### src/rtl/coproc_pkg.sv
// Shared field layout of the coprocessor instruction word and encoder FSM states.
// Word layout is the inverse of the coprocessor decode.
package coproc_pkg;
  localparam int INS_W       = 32;
  localparam int OPC_LSB     = 0;
  localparam int OPC_W       = 4;
  localparam int LOC_LSB     = 4;
  localparam int LOC_W       = 6;
  localparam int ID_LSB      = 10;
  localparam int ID_W        = 2;
  localparam int DATA_LO_LSB = 12;
  localparam int DATA_HI_LSB = 4;
  localparam int DATA_W      = 16;
  // Opcode bit selecting the short form (data packed low, no id/location).
  localparam int OPC_SEL_BIT = 3;

  typedef enum logic {
    IDLE  = 1'b0,
    BURST = 1'b1
  } enc_state_e;
endpackage

### src/rtl/instr_encoder_if.sv
// Command, operand and instruction-word handshakes of the instruction encoder.
// slave = encoder side, master = host side.
interface instr_encoder_if #(
  parameter int CNT_W = 6
) ();
  logic             cmd_valid;
  logic             cmd_ready;
  logic [3:0]       cmd_opcode;
  logic [1:0]       cmd_id;
  logic [5:0]       cmd_location;
  logic [CNT_W-1:0] cmd_count;
  logic             dat_valid;
  logic             dat_ready;
  logic [15:0]      dat_data;
  logic             ins_valid;
  logic             ins_ready;
  logic [31:0]      ins_word;
  logic             busy;

  modport slave (
    input  cmd_valid, cmd_opcode, cmd_id, cmd_location, cmd_count,
    input  dat_valid, dat_data, ins_ready,
    output cmd_ready, dat_ready, ins_valid, ins_word, busy
  );

  modport master (
    output cmd_valid, cmd_opcode, cmd_id, cmd_location, cmd_count,
    output dat_valid, dat_data, ins_ready,
    input  cmd_ready, dat_ready, ins_valid, ins_word, busy
  );
endinterface

### src/rtl/instr_field_pack.sv
// Combinational packer: opcode/id/location/data into one 32-bit instruction word.
module instr_field_pack
  import coproc_pkg::*;
(
  input  logic [OPC_W-1:0]  i_opcode,
  input  logic [ID_W-1:0]   i_id,
  input  logic [LOC_W-1:0]  i_location,
  input  logic [DATA_W-1:0] i_data,
  output logic [INS_W-1:0]  o_word
);
  always_comb begin
    o_word = '0;
    o_word[OPC_LSB +: OPC_W] = i_opcode;
    if (i_opcode[OPC_SEL_BIT]) begin
      o_word[DATA_HI_LSB +: DATA_W] = i_data;
    end else begin
      o_word[LOC_LSB +: LOC_W]      = i_location;
      o_word[ID_LSB +: ID_W]        = i_id;
      o_word[DATA_LO_LSB +: DATA_W] = i_data;
    end
  end
endmodule

### src/rtl/instr_encoder.sv
// Burst instruction builder: one command, then one registered instruction word per
// operand with auto-incrementing location and a single-entry output register.
module instr_encoder
  import coproc_pkg::*;
#(
  parameter int LOC_LAST = 63,
  parameter int CNT_W    = 6
) (
  input logic            clk,
  input logic            rst_n,
  instr_encoder_if.slave bus
);
  enc_state_e         r_state, w_nstate;
  logic [OPC_W-1:0]   r_opc;
  logic [ID_W-1:0]    r_id;
  logic [LOC_W-1:0]   r_loc;
  logic [CNT_W-1:0]   r_rem;
  logic               r_ins_valid;
  logic [INS_W-1:0]   r_ins_word;
  logic [INS_W-1:0]   w_packed;
  logic [LOC_W-1:0]   w_loc_nxt;
  logic [CNT_W-1:0]   w_cnt;
  logic               w_slot_free, w_cmd_hs, w_dat_hs, w_last;

  instr_field_pack u_pack (
    .i_opcode   (r_opc),
    .i_id       (r_id),
    .i_location (r_loc),
    .i_data     (bus.dat_data),
    .o_word     (w_packed)
  );

  // Output slot frees when empty or when the held word is being taken this cycle.
  assign w_slot_free = !r_ins_valid || bus.ins_ready;
  assign w_cmd_hs    = (r_state == IDLE) && bus.cmd_valid;
  assign w_dat_hs    = (r_state == BURST) && w_slot_free && bus.dat_valid;
  assign w_last      = (r_rem == CNT_W'(1));
  assign w_cnt       = (bus.cmd_count == '0) ? CNT_W'(1) : bus.cmd_count;
  // Out-of-range start locations wrap to 0 on their first increment.
  assign w_loc_nxt   = (r_loc >= LOC_W'(LOC_LAST)) ? '0 : r_loc + LOC_W'(1);

  assign bus.cmd_ready = (r_state == IDLE);
  assign bus.dat_ready = (r_state == BURST) && w_slot_free;
  assign bus.ins_valid = r_ins_valid;
  assign bus.ins_word  = r_ins_word;
  assign bus.busy      = (r_state == BURST) || r_ins_valid;

  always_comb begin
    w_nstate = r_state;
    case (r_state)
      IDLE:    if (w_cmd_hs) w_nstate = BURST;
      BURST:   if (w_dat_hs && w_last) w_nstate = IDLE;
      default: w_nstate = IDLE;
    endcase
  end

  always_ff @(posedge clk or negedge rst_n) begin
    if (!rst_n) begin
      r_state <= IDLE;
      r_opc   <= '0;
      r_id    <= '0;
      r_loc   <= '0;
      r_rem   <= '0;
    end else begin
      r_state <= w_nstate;
      if (w_cmd_hs) begin
        r_opc <= bus.cmd_opcode;
        r_id  <= bus.cmd_id;
        r_loc <= bus.cmd_location;
        r_rem <= w_cnt;
      end else if (w_dat_hs) begin
        r_loc <= w_loc_nxt;
        r_rem <= r_rem - CNT_W'(1);
      end
    end
  end

  always_ff @(posedge clk or negedge rst_n) begin
    if (!rst_n) begin
      r_ins_valid <= 1'b0;
      r_ins_word  <= '0;
    end else if (w_dat_hs) begin
      r_ins_valid <= 1'b1;
      r_ins_word  <= w_packed;
    end else if (bus.ins_ready) begin
      r_ins_valid <= 1'b0;
    end
  end
endmodule

### src/flat_wrapper.sv
// flat-port wrapper written by rule: the top's interface ports become plain ports
module instr_encoder_flat import coproc_pkg::*;
#(
  parameter int LOC_LAST = 63,
  parameter int CNT_W    = 6
)
  (clk, rst_n, bus_cmd_valid, bus_cmd_opcode, bus_cmd_id, bus_cmd_location, bus_cmd_count, bus_dat_valid, bus_dat_data, bus_ins_ready, bus_cmd_ready, bus_dat_ready, bus_ins_valid, bus_ins_word, bus_busy);
  instr_encoder_if #(.CNT_W(CNT_W)) bus_i ();
  input logic clk;
  input logic rst_n;
  input wire logic [$bits(bus_i.cmd_valid)-1:0] bus_cmd_valid;
  input wire logic [$bits(bus_i.cmd_opcode)-1:0] bus_cmd_opcode;
  input wire logic [$bits(bus_i.cmd_id)-1:0] bus_cmd_id;
  input wire logic [$bits(bus_i.cmd_location)-1:0] bus_cmd_location;
  input wire logic [$bits(bus_i.cmd_count)-1:0] bus_cmd_count;
  input wire logic [$bits(bus_i.dat_valid)-1:0] bus_dat_valid;
  input wire logic [$bits(bus_i.dat_data)-1:0] bus_dat_data;
  input wire logic [$bits(bus_i.ins_ready)-1:0] bus_ins_ready;
  output wire logic [$bits(bus_i.cmd_ready)-1:0] bus_cmd_ready;
  output wire logic [$bits(bus_i.dat_ready)-1:0] bus_dat_ready;
  output wire logic [$bits(bus_i.ins_valid)-1:0] bus_ins_valid;
  output wire logic [$bits(bus_i.ins_word)-1:0] bus_ins_word;
  output wire logic [$bits(bus_i.busy)-1:0] bus_busy;
  assign bus_i.cmd_valid = bus_cmd_valid;
  assign bus_i.cmd_opcode = bus_cmd_opcode;
  assign bus_i.cmd_id = bus_cmd_id;
  assign bus_i.cmd_location = bus_cmd_location;
  assign bus_i.cmd_count = bus_cmd_count;
  assign bus_i.dat_valid = bus_dat_valid;
  assign bus_i.dat_data = bus_dat_data;
  assign bus_i.ins_ready = bus_ins_ready;
  assign bus_cmd_ready = bus_i.cmd_ready;
  assign bus_dat_ready = bus_i.dat_ready;
  assign bus_ins_valid = bus_i.ins_valid;
  assign bus_ins_word = bus_i.ins_word;
  assign bus_busy = bus_i.busy;
  instr_encoder #(.LOC_LAST(LOC_LAST), .CNT_W(CNT_W)) u_core (.clk(clk), .rst_n(rst_n), .bus(bus_i));
endmodule
### config.mk
export PLATFORM = sky130hd
export DESIGN_NAME = instr_encoder_flat
export DESIGN_NICKNAME = d
export VERILOG_FILES = /design/src/rtl/coproc_pkg.sv /design/src/rtl/instr_encoder_if.sv /design/src/rtl/instr_field_pack.sv /design/src/rtl/instr_encoder.sv /design/src/flat_wrapper.sv
export SDC_FILE = /design/constraint.sdc
export NUM_CORES = 1
export LEC_CHECK = 0
export BUFFER_PORTS_ARGS = -buffer_cell sky130_fd_sc_hd__buf_2
export CORE_MARGIN = 2
export CORE_UTILIZATION = 30
export CTS_CLUSTER_SIZE = 20
export DETAILED_ROUTE_END_ITERATION = 8
export PLACE_DENSITY = 0.53
export SETUP_SLACK_MARGIN = 0.2
export SYNTH_ARGS = -nofsm -noshare
export SYNTH_HDL_FRONTEND = slang
export SYNTH_SLANG_ARGS = --single-unit
### constraint.sdc
create_clock -name clk -period 1.8 [get_ports clk]
set_input_delay 0.45 -clock clk [delete_from_list [all_inputs] [get_ports clk]]
set_output_delay 0.45 -clock clk [all_outputs]
set_load 0.1 [all_outputs]
==> metrics.md, run 1 <==
| Metric | Value |
|---|---|
| Status | `finished clean` |
| Buffers & Inverters on Critical Path | `1` |
| WL met2 | `2510 um` |
| Total grt overflow | `0` |
| Largest family of logic cells by synthesized area | `simple AND/OR/NAND/NOR gates` |
| Synth Area in Simple Gates | `23.6%` |
| CTS H-Tree Depth | `2` |
| Asr flop ratio synth | `100%` |
| Fmax | `0.609 GHz` |
| First-pass GRT wire length | `9160 um` |
| Hold_buf cts | `0` |
| Final period util | `91.2%` |
| WL/cell | `13.1 um` |
| Max_cap viols | `0` |
| Routed wire length | `5510 um` |
| Top-count cell post-synth | `nand2_1` |
| EDFF count, synth | `0` |
| Clock Tree Root | `clkbuf_8` |
| Antenna cells | `0` |
| Die ar. | `8510 sq um` |
| Vias per cell | `4.48` |
| Wl on met1 | `2690 um` |
| Clock-pin slew on the worst setup and hold paths | `0.09 ns` |
| All-layer global routing usage | `13.6%` |
| Metal3 WL | `293 um` |
| Yosys top cell area share | `51.4%` |
| Num ports | `75` |
| Vias post-DR | `1,892` |
| Post-route ant nets | `0` |
| CP max FO | `6` |
| Fin Clk Skew | `0.00958 ns` |
| Clock Sinks | `48` |
| Cell Area, Placed | `2830 sq um` |
| Design Area, Final | `2980 sq um` |
| Clk Latency, worst-skew pair | `0.30 ns` |
| Yosys top cell by area | `dfrtp_1` |
| Top FF cell, synth | `dfrtp_1` |
| Drt first pass iters | `4` |
| Layout cells sized above 1 | `32.8%` |
| Critical path's slowest cell | `dfrtp_2` |
| Mapped Area | `2340 sq um` |
| Vias in the first global route | `1,851` |
| Initial core utilization | `30.5%` |
| YS warnings | `0` |
| Post-Synth XOR/XNOR Area | `0.750%` |
| Highest routed layer | `met4` |
| Crit. End Element | `primary output` |
| Initial antenna violation count | `0` |
| NumNets Final | `362` |
| Non-Filler Instances | `422` |
| HP Class | `in2async` |
| Adder-Cell Fraction of Synth Area | `1.61%` |
| Core Rows | `32` |
| Final hold violation count | `0` |
| DRC Markers | `0` |
| Sequential-to-total area share from yosys stat | `51.4%` |
| Crit path DAT | `1.19 ns` |
| Final setup viols | `0` |
| Synth unique cells | `38` |
| CTS Buf Count | `5` |
| Critical Path RT | `1.35 ns` |
| Flop2flop setup slack | `0.29 ns` |
| CTS tree | `yes` |
| Routability cong. | `0.761` |
| FF-to-FF Start | `u_core.bus.ins_valid$_DFFE_PN0P_` |
| Crit Path Category | `reg2out` |
| Die Wd | `92.2 um` |
| Top post-synthesis cells by count | `nand2_1 (72), dfrtp_1 (48), o21ai_0 (19)` |
| RSZ-0062 raised after global routing | `yes` |
| Largest net degree at the start of global routing | `34` |
| Number of I/O port buffers | `70` |
| Max incr delay on CP | `0.46 ns` |
| Number of synthesized register bits | `48` |
| Layout fillers | `800` |
| P&R area growth vs syn | `27.7%` |
| Fin. max-slew vios | `0` |
| Core area | `7650 sq um` |
| R2r endpoint | `u_core.r_loc[3]$_DFFE_PN0P_` |
| Crit start category | `register` |
| Hpwl dp | `4020 um` |
| Maximum root-to-sink buffer count | `2` |
| Top cells by area in the synthesized netlist | `dfrtp_1 (51%), nand2_1 (12%), mux2i_1 (6.9%), o21ai_0 (4.1%), nand3b_1 (3.2%)` |
| Delay-heaviest family, CP | `flip-flops` |
| Critical path cell sequence | `or2_4 -> buf_12` |
| Post-synthesis mux area share | `6.86%` |
| Post-Synthesis Cells | `247` |
| Complex-gate fraction of the synthesized area | `10.2%` |
| Post-synthesis average cell area | `9.46 sq um` |
| Initial DRC count | `74` |
| DP Cell Count | `411` |
| Post-layout min period | `1.64 ns` |
| Die Y | `92.2 um` |
| FF-to-FF path depth | `6` |
[registers in the layout, summed over array words and instances, names as in the netlist]
name and cells:
u_core.r_rem 6, u_core.bus.ins_word 28, u_core.r_opc 4, u_core.r_id 2, u_core.r_loc 6, u_core.bus.ins_valid 1, u_core.r_state 1
[worst max-delay path by stage]
stage	startpoint	depth (start not counted)	to
finish	u_core.r_state$_DFF_PN0_	2	bus_busy
global route	u_core.bus.ins_valid$_DFFE_PN0P_	3	bus_dat_ready
CTS	u_core.bus.ins_valid$_DFFE_PN0P_	3	bus_dat_ready
detailed placement	bus_ins_ready	6	u_core.r_loc[3]$_DFFE_PN0P_
global placement	bus_ins_ready	5	u_core.r_loc[0]$_DFFE_PN0P_
floorplan	u_core.r_state$_DFF_PN0_	2	bus_dat_ready
[metal layers]
layer  track usage (%)  up-vias
met3              3.45        2
met5                 0        -
li1                  -      975
met2              21.3       52
met4              3.36        0
met1              18.8      863
[placed cells by master, fill, tap and decap left out, types with 2 or more instances in the layout]
| master | n |
|---|---|
| nand2_1 | 72 |
| buf_2 | 66 |
| dfrtp_1 | 45 |
| o21ai_0 | 19 |
| mux2i_1 | 16 |
| nand3b_1 | 10 |
| buf_4 | 10 |
| nor2_1 | 6 |
| o21ai_1 | 5 |
| a21oi_1 | 5 |
| clkbuf_8 | 5 |
| buf_12 | 5 |
| nand3_1 | 4 |
| conb_1 | 4 |
| nor3b_1 | 3 |
| dfrtp_2 | 3 |
| inv_1 | 2 |
| nor2_4 | 2 |
| nor3_1 | 2 |
| nor2b_1 | 2 |
| o211ai_1 | 2 |
| and3_4 | 2 |
| and3_1 | 2 |
| xnor2_1 | 2 |
| a221o_1 | 2 |
| a31oi_1 | 2 |
| ha_1 | 2 |
[logic make-up (layout without fill, tap and decap cells)]
group,count (synthesis),count (layout)
AOI/OAI and AO/OA,40,40
xor gates and xnor gates,2,2
other,1,4
and+or+nand+nor,115,115
adders and majority gates,3,3
muxes,16,16
buffers and inverters,22,92
DFF,48,48
[cell type report]
class                      count  area (sq um)  share of cell area, %
tap                          102           128                   4.28
clock inverter                 1          5.00                  0.168
sequential                    48          1200                   40.4
multi-input combinational    180          1050                   35.2
clock buffer                   6          72.6                   2.43
inverter                       3          11.3                  0.377
timing repair buffer          82           513                   17.2
[worst register-to-register path: stages (launching register included)]
cell	delay, ns
dfrtp_2	0.43
and2b_4	0.18
buf_4	0.15
nor2_4	0.21
buf_4	0.20
nand3b_1	0.09
a31oi_1	0.16
[per-stage QoR]
stage | util [%] | TNS (ns) | hold slack [ns] | setup WS, ns
2_1_floorplan | - | -0.130 | 0.154 | -0.130
3_3_place_gp | 37.1 | 0 | 0.411 | 0.221
3_5_place_dp | 37.1 | 0 | 0.409 | 0.171
4_1_cts | 38.4 | 0 | 0.0789 | 0.157
5_1_grt | 39.0 | 0 | 0.0949 | 0.121
6_report | 39.0 | 0 | 0.0759 | 0.158
[timing repair]
action,4_1_cts,5_1_grt
cloned,0,0
pin swaps,2,1
buffers inserted,1,3
resized for setup,7,7
setup endpoints to repair,3,17
Power of run 1 is left out: the tool's default activity adds up to more than one toggle a clock period on the data nets, which glitch-free logic cannot reach.
==> run 2, diff against run 1 <==
--- a/config.mk
+++ b/config.mk
@@ -10,6 +10,7 @@
 export CORE_UTILIZATION = 30
 export CTS_CLUSTER_SIZE = 20
 export DETAILED_ROUTE_END_ITERATION = 8
+export GPL_ROUTABILITY_DRIVEN = 0
 export PLACE_DENSITY = 0.53
 export SETUP_SLACK_MARGIN = 0.2
 export SYNTH_ARGS = -nofsm -noshare
==> constraint.sdc (replaced) <==
create_clock -name clk -period 1.9 [get_ports clk]
set_input_delay 0.475 -clock clk [delete_from_list [all_inputs] [get_ports clk]]
set_output_delay 0.475 -clock clk [all_outputs]
set_load 0.1 [all_outputs]
==> run 2 against run 1 <==
  * Critical path depth up 1
  * Global-route usage about the same
  * Hold slack better by 0.073 ns
  * Cell count up 0.24%
  * Utilization up 0.16 points
  * First-iteration DRC count up 27%
  * Register-to-register slack about the same
  * Die area unchanged
  * Clock skew down 0.0044 ns
  * Via count up 2.2%
  * Clock-buffer cell count unchanged
  * Highest routed layer unchanged
==> metrics.md, run 2 (synthesis gave the netlist of run 1 again) <==
| Metric | Value |
|---|---|
| Critical Path RT | `1.42 ns (+0.07 ns)` |
| Maximum root-to-sink buffer count | `2 (unchanged)` |
| Initial DRC count | `94 (+27%)` |
| Non-Filler Instances | `423 (+0.24%)` |
| DP Cell Count | `412 (+0.24%)` |
| Largest net degree at the start of global routing | `49 (+44%)` |
| Status | `finished clean` |
| RSZ-0062 raised after global routing | `yes` |
| Antenna cells | `0 (unchanged)` |
| Die ar. | `8510 sq um (unchanged)` |
| Drt first pass iters | `4 (unchanged)` |
| First-pass GRT wire length | `9180 um (+0.23%)` |
| Core Rows | `32 (unchanged)` |
| Total grt overflow | `0 (unchanged)` |
| Layout cells sized above 1 | `31.5% (-1.3 points)` |
| Die Wd | `92.2 um (unchanged)` |
| Final period util | `86.9%` |
| Final Util | `39.2% (+0.16 points)` |
| Commonest non-fill, non-tap cell in the layout | `nand2_1` |
| Crit Path Category | `reg2out` |
| Fmax | `0.606 GHz` |
| Vias in the first global route | `1,849 (-0.11%)` |
| R2r endpoint | `u_core.r_loc[0]$_DFFE_PN0P_` |
| Final hold violation count | `0 (unchanged)` |
| Vias per cell | `4.57 (+2.0%)` |
| Core area | `7650 sq um (unchanged)` |
| All-layer global routing usage | `13.6% (about the same)` |
| Initial core utilization | `30.5% (unchanged)` |
| Post-route ant nets | `0 (unchanged)` |
| Largest register FFs | `28 (unchanged)` |
| CTS H-Tree Depth | `2 (unchanged)` |
| Post-layout min period | `1.65 ns` |
| Final setup viols | `0 (unchanged)` |
| Crit path DAT | `1.18 ns (about the same)` |
| Crit start category | `register` |
| NumNets Final | `362 (unchanged)` |
| Number of I/O port buffers | `70 (unchanged)` |
| CP max FO | `4 (-2)` |
| Buffers & Inverters on Critical Path | `1 (unchanged)` |
| HP Class | `in2async` |
| DRC Markers | `0 (unchanged)` |
| Num ports | `75 (unchanged)` |
| CTS Buf Count | `5 (unchanged)` |
| Clock Tree Root | `clkbuf_8` |
| CTS tree | `yes` |
| Die Y | `92.2 um (unchanged)` |
| Hpwl dp | `4010 um (-0.13%)` |
| Initial antenna violation count | `0 (unchanged)` |
| Fin Clk Skew | `0.00518 ns (-0.00440 ns)` |
| Clk Latency, worst-skew pair | `0.30 ns (about the same)` |
| Setup Total Neg Slack | `0 ns (unchanged)` |
| FF-to-FF Start | `u_core.r_loc[1]$_DFFE_PN0P_` |
| Critical path cell sequence | `and2b_4 -> nor2_4 -> buf_12` |
| Commonest cells after routing, fill and taps aside | `nand2_1 (72), buf_2 (67), dfrtp_1 (46), o21ai_0 (19), mux2i_1 (16)` |
| Fin. max-slew vios | `0 (unchanged)` |
| WL/cell | `13.1 um (+0.71%)` |
| P&R area growth vs syn | `28.3%` |
| Crit. End Element | `primary output` |
| FF-to-FF path depth | `5 (-1)` |
| Critical path's slowest cell | `dfrtp_2` |
| Clock-pin slew on the worst setup and hold paths | `0.09 ns (about the same)` |
| Max_cap viols | `0 (unchanged)` |
| Delay-heaviest family, CP | `flip-flops` |
| Vias post-DR | `1,934 (+2.2%)` |
| Flop2flop setup slack | `0.30 ns (about the same)` |
| Hold_buf cts | `0 (unchanged)` |
| Max incr delay on CP | `0.43 ns (-0.03 ns)` |
| Clock Sinks | `48 (unchanged)` |
| Routed wire length | `5560 um (+0.94%)` |
run 2: changes by cell type in the layout (fill, tap and decap cells not counted), sizes merged:
cell    previous run  this run
bufinv             0         1
buf               81        82
clkbuf             7         6
run 2: cell type report:
class                      instances  area, sq um
sequential                        48         1200
multi-input combinational        180         1030
clock inverter                     2         35.0
tap                              102          128
clock buffer                       6         72.6
timing repair buffer              82          514
inverter                           3         11.3
fill                             800         4650
run 2: how the worst max path moves through the flow:
stage,to,cells past startpoint,from,slack (ns)
finish,bus_dat_ready,3,u_core.bus.ins_valid$_DFFE_PN0P_,0.25
global route,u_core.r_loc[0]$_DFFE_PN0P_,5,u_core.r_loc[1]$_DFFE_PN0P_,0.20
CTS,bus_dat_ready,3,u_core.bus.ins_valid$_DFFE_PN0P_,0.20
detailed placement,u_core.r_rem[5]$_DFFE_PN0P_,6,bus_ins_ready,0.27
global placement,u_core.r_rem[4]$_DFFE_PN0P_,6,bus_ins_ready,0.31
floorplan,bus_dat_ready,2,u_core.r_state$_DFF_PN0_,-0.05
run 2: per-layer routing:
metal / global-route usage (%) / vias up / share of wire (%)
met5: 0 / - / 0
met4: 3.48 / 0 / 0.86
met3: 3.45 / 6 / 5.0
met2: 20.8 / 52 / 45
met1: 19.2 / 899 / 49
li1: - / 977 / -
run 2: repair_timing:
item	CTS	global route
pin swaps	0	1
cloned	0	0
buffers inserted	2	1
endpoints found under the setup margin	3	5
resized for setup	7	2
run 2: per-stage QoR:
step | hold slack, ns | setup WS (ns) | instance area, sq um
floorplan | 0.179 | -0.0548 | 2360
global placement | 0.450 | 0.310 | 2840
detailed placement | 0.454 | 0.273 | 2840
CTS | 0.154 | 0.202 | 2980
global route | 0.158 | 0.197 | 3000
finish | 0.149 | 0.249 | 3000
Power of run 2 is left out for the same reason.
==> run 3, diff against run 2 <==
--- a/config.mk
+++ b/config.mk
@@ -5,8 +5,9 @@
 export SDC_FILE = /design/constraint.sdc
 export NUM_CORES = 1
 export LEC_CHECK = 0
+export ABC_AREA = 1
 export BUFFER_PORTS_ARGS = -buffer_cell sky130_fd_sc_hd__buf_2
-export CORE_MARGIN = 2
+export CORE_MARGIN = 3
 export CORE_UTILIZATION = 30
 export CTS_CLUSTER_SIZE = 20
 export DETAILED_ROUTE_END_ITERATION = 8
==> run 3 against run 2 <==
  * Clock-buffer cell count stayed put
  * First-iteration DRC count increased by 15%
  * Hold slack improved by 0.0010 ns
  * Highest routed layer unchanged
==> metrics.md, run 3 <==
| Metric | Value |
|---|---|
| Initial core utilization | `31.1% (+0.59 points)` |
| Sequential-to-total area share from yosys stat | `49.4% (-2.0 points)` |
| Layout fillers | `837 (+4.6%)` |
| Max_cap viols | `0 (unchanged)` |
| Status | `finished clean` |
| Area of the multi-input gates | `1050 sq um (+1.9%)` |
| Final period util | `87.2% (+0.31 points)` |
| Drt first pass iters | `4 (unchanged)` |
| Critical path cell sequence | `or2_4 -> buf_12` |
| Num ports | `75 (unchanged)` |
| Synth unique cells | `25 (-34%)` |
| Metal3 WL | `426 um (+54%)` |
| Largest register FFs | `28 (unchanged)` |
| DP Cell Count | `469 (+14%)` |
| Highest routed layer | `met4` |
| Antenna cells | `0 (unchanged)` |
| Yosys top cell by area | `dfrtp_1` |
| Crit Path Category | `reg2out` |
| Clk Latency, worst-skew pair | `0.30 ns (about the same)` |
| Critical Path RT | `1.42 ns (about the same)` |
| YS warnings | `0 (unchanged)` |
| FF+latch area | `1200 sq um (-0.10%)` |
| NumNets Final | `416 (+15%)` |
| Crit. End Element | `primary output` |
| Commonest cells after routing, fill and taps aside | `nand2_1 (115), buf_2 (67), dfrtp_1 (47), nor2_1 (45), nand3_1 (18)` |
| P&R area growth vs syn | `22.8%` |
| Post-CTS Setup Bufs | `0 (-2)` |
| CTS tree | `yes` |
| EDFF count, synth | `0 (unchanged)` |
| Die ar. | `9220 sq um (+8.4%)` |
| WL met2 | `2520 um (about the same)` |
| Post-route ant nets | `0 (unchanged)` |
| Clock Sinks | `48 (unchanged)` |
| Top post-synthesis cells by count | `nand2_1 (115), dfrtp_1 (48), nor2_1 (46)` |
| Number of synthesized register bits | `48 (unchanged)` |
| FF-to-FF Start | `u_core.bus.ins_valid$_DFFE_PN0P_` |
| Routed wire length | `5810 um (+4.5%)` |
| Crit path DAT | `1.18 ns (about the same)` |
| Number of I/O port buffers | `70 (unchanged)` |
| Top FF cell, synth | `dfrtp_1` |
| Crit start category | `register` |
| First-pass GRT wire length | `9280 um (+1.1%)` |
| Flop2flop setup slack | `0.53 ns (+0.23 ns)` |
| CP max FO | `4 (unchanged)` |
| HP Class | `in2async` |
| Initial DRC count | `108 (+15%)` |
| Synth Area in Simple Gates | `31.2% (+7.6 points)` |
| Vias post-DR | `2,174 (+12%)` |
| Fin. max-slew vios | `0 (unchanged)` |
| Post-Synth XOR/XNOR Area | `0.721% (-0.029 points)` |
| CTS Buf Count | `5 (unchanged)` |
| Post-layout min period | `1.66 ns (+0.00580 ns)` |
| CP startpoint | `u_core.r_state$_DFF_PN0_` |
| Largest net degree at the start of global routing | `33 (-33%)` |
| Wl on met1 | `2800 um (+3.2%)` |
| Hpwl dp | `4300 um (+7.2%)` |
| Asr flop ratio synth | `100% (unchanged)` |
| Final setup viols | `0 (unchanged)` |
| Delay-heaviest family, CP | `flip-flops` |
| RSZ-0062 raised after global routing | `no` |
| Initial antenna violation count | `0 (unchanged)` |
| Mapped Area | `2430 sq um (+4.1%)` |
| Max incr delay on CP | `0.44 ns (about the same)` |
| Vias per cell | `4.56 (-0.32%)` |
| Critical path's slowest cell | `dfrtp_1` |
| CTS H-Tree Depth | `2 (unchanged)` |
| Layout cells sized above 1 | `27.5% (-4.0 points)` |
| DRC Markers | `0 (unchanged)` |
| Clock-pin slew on the worst setup and hold paths | `0.09 ns (about the same)` |
| Top-count cell post-synth | `nand2_1` |
| Min Hold Slack | `0.150 ns (+0.00105 ns)` |
| Post-Synthesis Cells | `304 (+23%)` |
| Adder-Cell Fraction of Synth Area | `1.54% (-0.063 points)` |
| Maximum root-to-sink buffer count | `2 (unchanged)` |
| Post-synthesis mux area share | `0% (-6.9 points)` |
| Core area | `7810 sq um (+2.1%)` |
| Largest family of logic cells by synthesized area | `simple AND/OR/NAND/NOR gates` |
| Total grt overflow | `0 (unchanged)` |
| Hold_buf cts | `0 (unchanged)` |
| Die Y | `96.0 um (+4.1%)` |
| Complex-gate fraction of the synthesized area | `8.75% (-1.4 points)` |
| Fmax | `0.604 GHz (-0.35%)` |
| Fin Clk Skew | `0.00261 ns (-0.00257 ns)` |
| WL/cell | `12.2 um (-7.3%)` |
| Top cells by area in the synthesized netlist | `dfrtp_1 (49%), nand2_1 (18%), nor2_1 (7.1%), o31ai_2 (4.6%), nand3_1 (3.7%)` |
| Commonest non-fill, non-tap cell in the layout | `nand2_1` |
| Non-Filler Instances | `477 (+13%)` |
| Vias in the first global route | `1,924 (+4.1%)` |
| Buffers & Inverters on Critical Path | `1 (unchanged)` |
| Clock Tree Root | `clkbuf_8` |
| Yosys top cell area share | `49.4% (-2.0 points)` |
| Final hold violation count | `0 (unchanged)` |
| All-layer global routing usage | `12.9% (-0.66 points)` |
| Post-synthesis average cell area | `8.00 sq um (-15%)` |
| Core Rows | `32 (unchanged)` |
| Die Wd | `96.0 um (+4.1%)` |
[run 3: cell types whose count changed after synthesis, moves of 14 or more]
cell     previous run  this run
nand3_1             4        18
nor2_1              7        46
nand2_1            72       115
inv_1               3        18
mux2i_1            16         0
o21ai_0            19         4
[run 3: cells by family (layout without fill, tap and decap cells)]
logic type,after synthesis,after routing
DFF,48,48
other,1,4
adders and majority gates,3,3
and+or+nand+nor,188,188
buffers and inverters,37,105
xor gates and xnor gates,2,2
AOI/OAI and AO/OA,25,25
[run 3: timing repair]
item / CTS / global route
pin swaps: 0 / 1
endpoints found under the setup margin: 2 / 3
resized for setup: 3 / 5
gates cloned: 0 / 0
[run 3: metrics by stage]
stage / setup slack (ns) / instance area [sq um] / util, % / setup TNS (ns)
global route: 0.200 / 2990 / 38.2 / 0
floorplan: -0.0281 / 2450 / - / -0.0281
global placement: 0.401 / 2870 / 36.7 / 0
CTS: 0.184 / 2970 / 38.0 / 0
finish: 0.243 / 2990 / 38.2 / 0
detailed placement: 0.371 / 2870 / 36.7 / 0
[run 3: layout make-up]
cell class	count	share of cell area, %
Sequential cell	48	40.3
Multi-Input combinational cell	222	35.2
Timing Repair Buffer	76	14.5
Tap cell	102	4.27
Clock buffer	6	2.77
Inverter	21	2.64
Clock inverter	2	0.335
[run 3: worst paths after layout]
kind                                                       end  cells after the start
max                                                   bus_busy                      2
min                         u_core.bus.ins_word[3]$_DFFE_PN0P_                      2
max reg2reg                        u_core.r_loc[1]$_DFFE_PN0P_                      6
min reg2reg                 u_core.bus.ins_word[2]$_DFFE_PN0P_                      2
max in group asynchronous  u_core.bus.ins_word[18]$_DFFE_PN0P_                      2
min in group clk                   u_core.r_opc[2]$_DFFE_PN0P_                      3
[run 3: worst reg2reg max path: stages, from the launching register on]
cell	delay [ns]
dfrtp_2	0.43
nand2_2	0.09
nand3_2	0.17
buf_4	0.27
nor2_1	0.22
nand2_1	0.08
nand2_1	0.06
[run 3: routing by layer]
layer / up-vias / track usage, %
li1: 1095 / -
met1: 998 / 18.0
met2: 74 / 19.7
met3: 7 / 3.52
met4: 0 / 3.55
met5: - / 0
Power of run 3 is left out for the same reason.
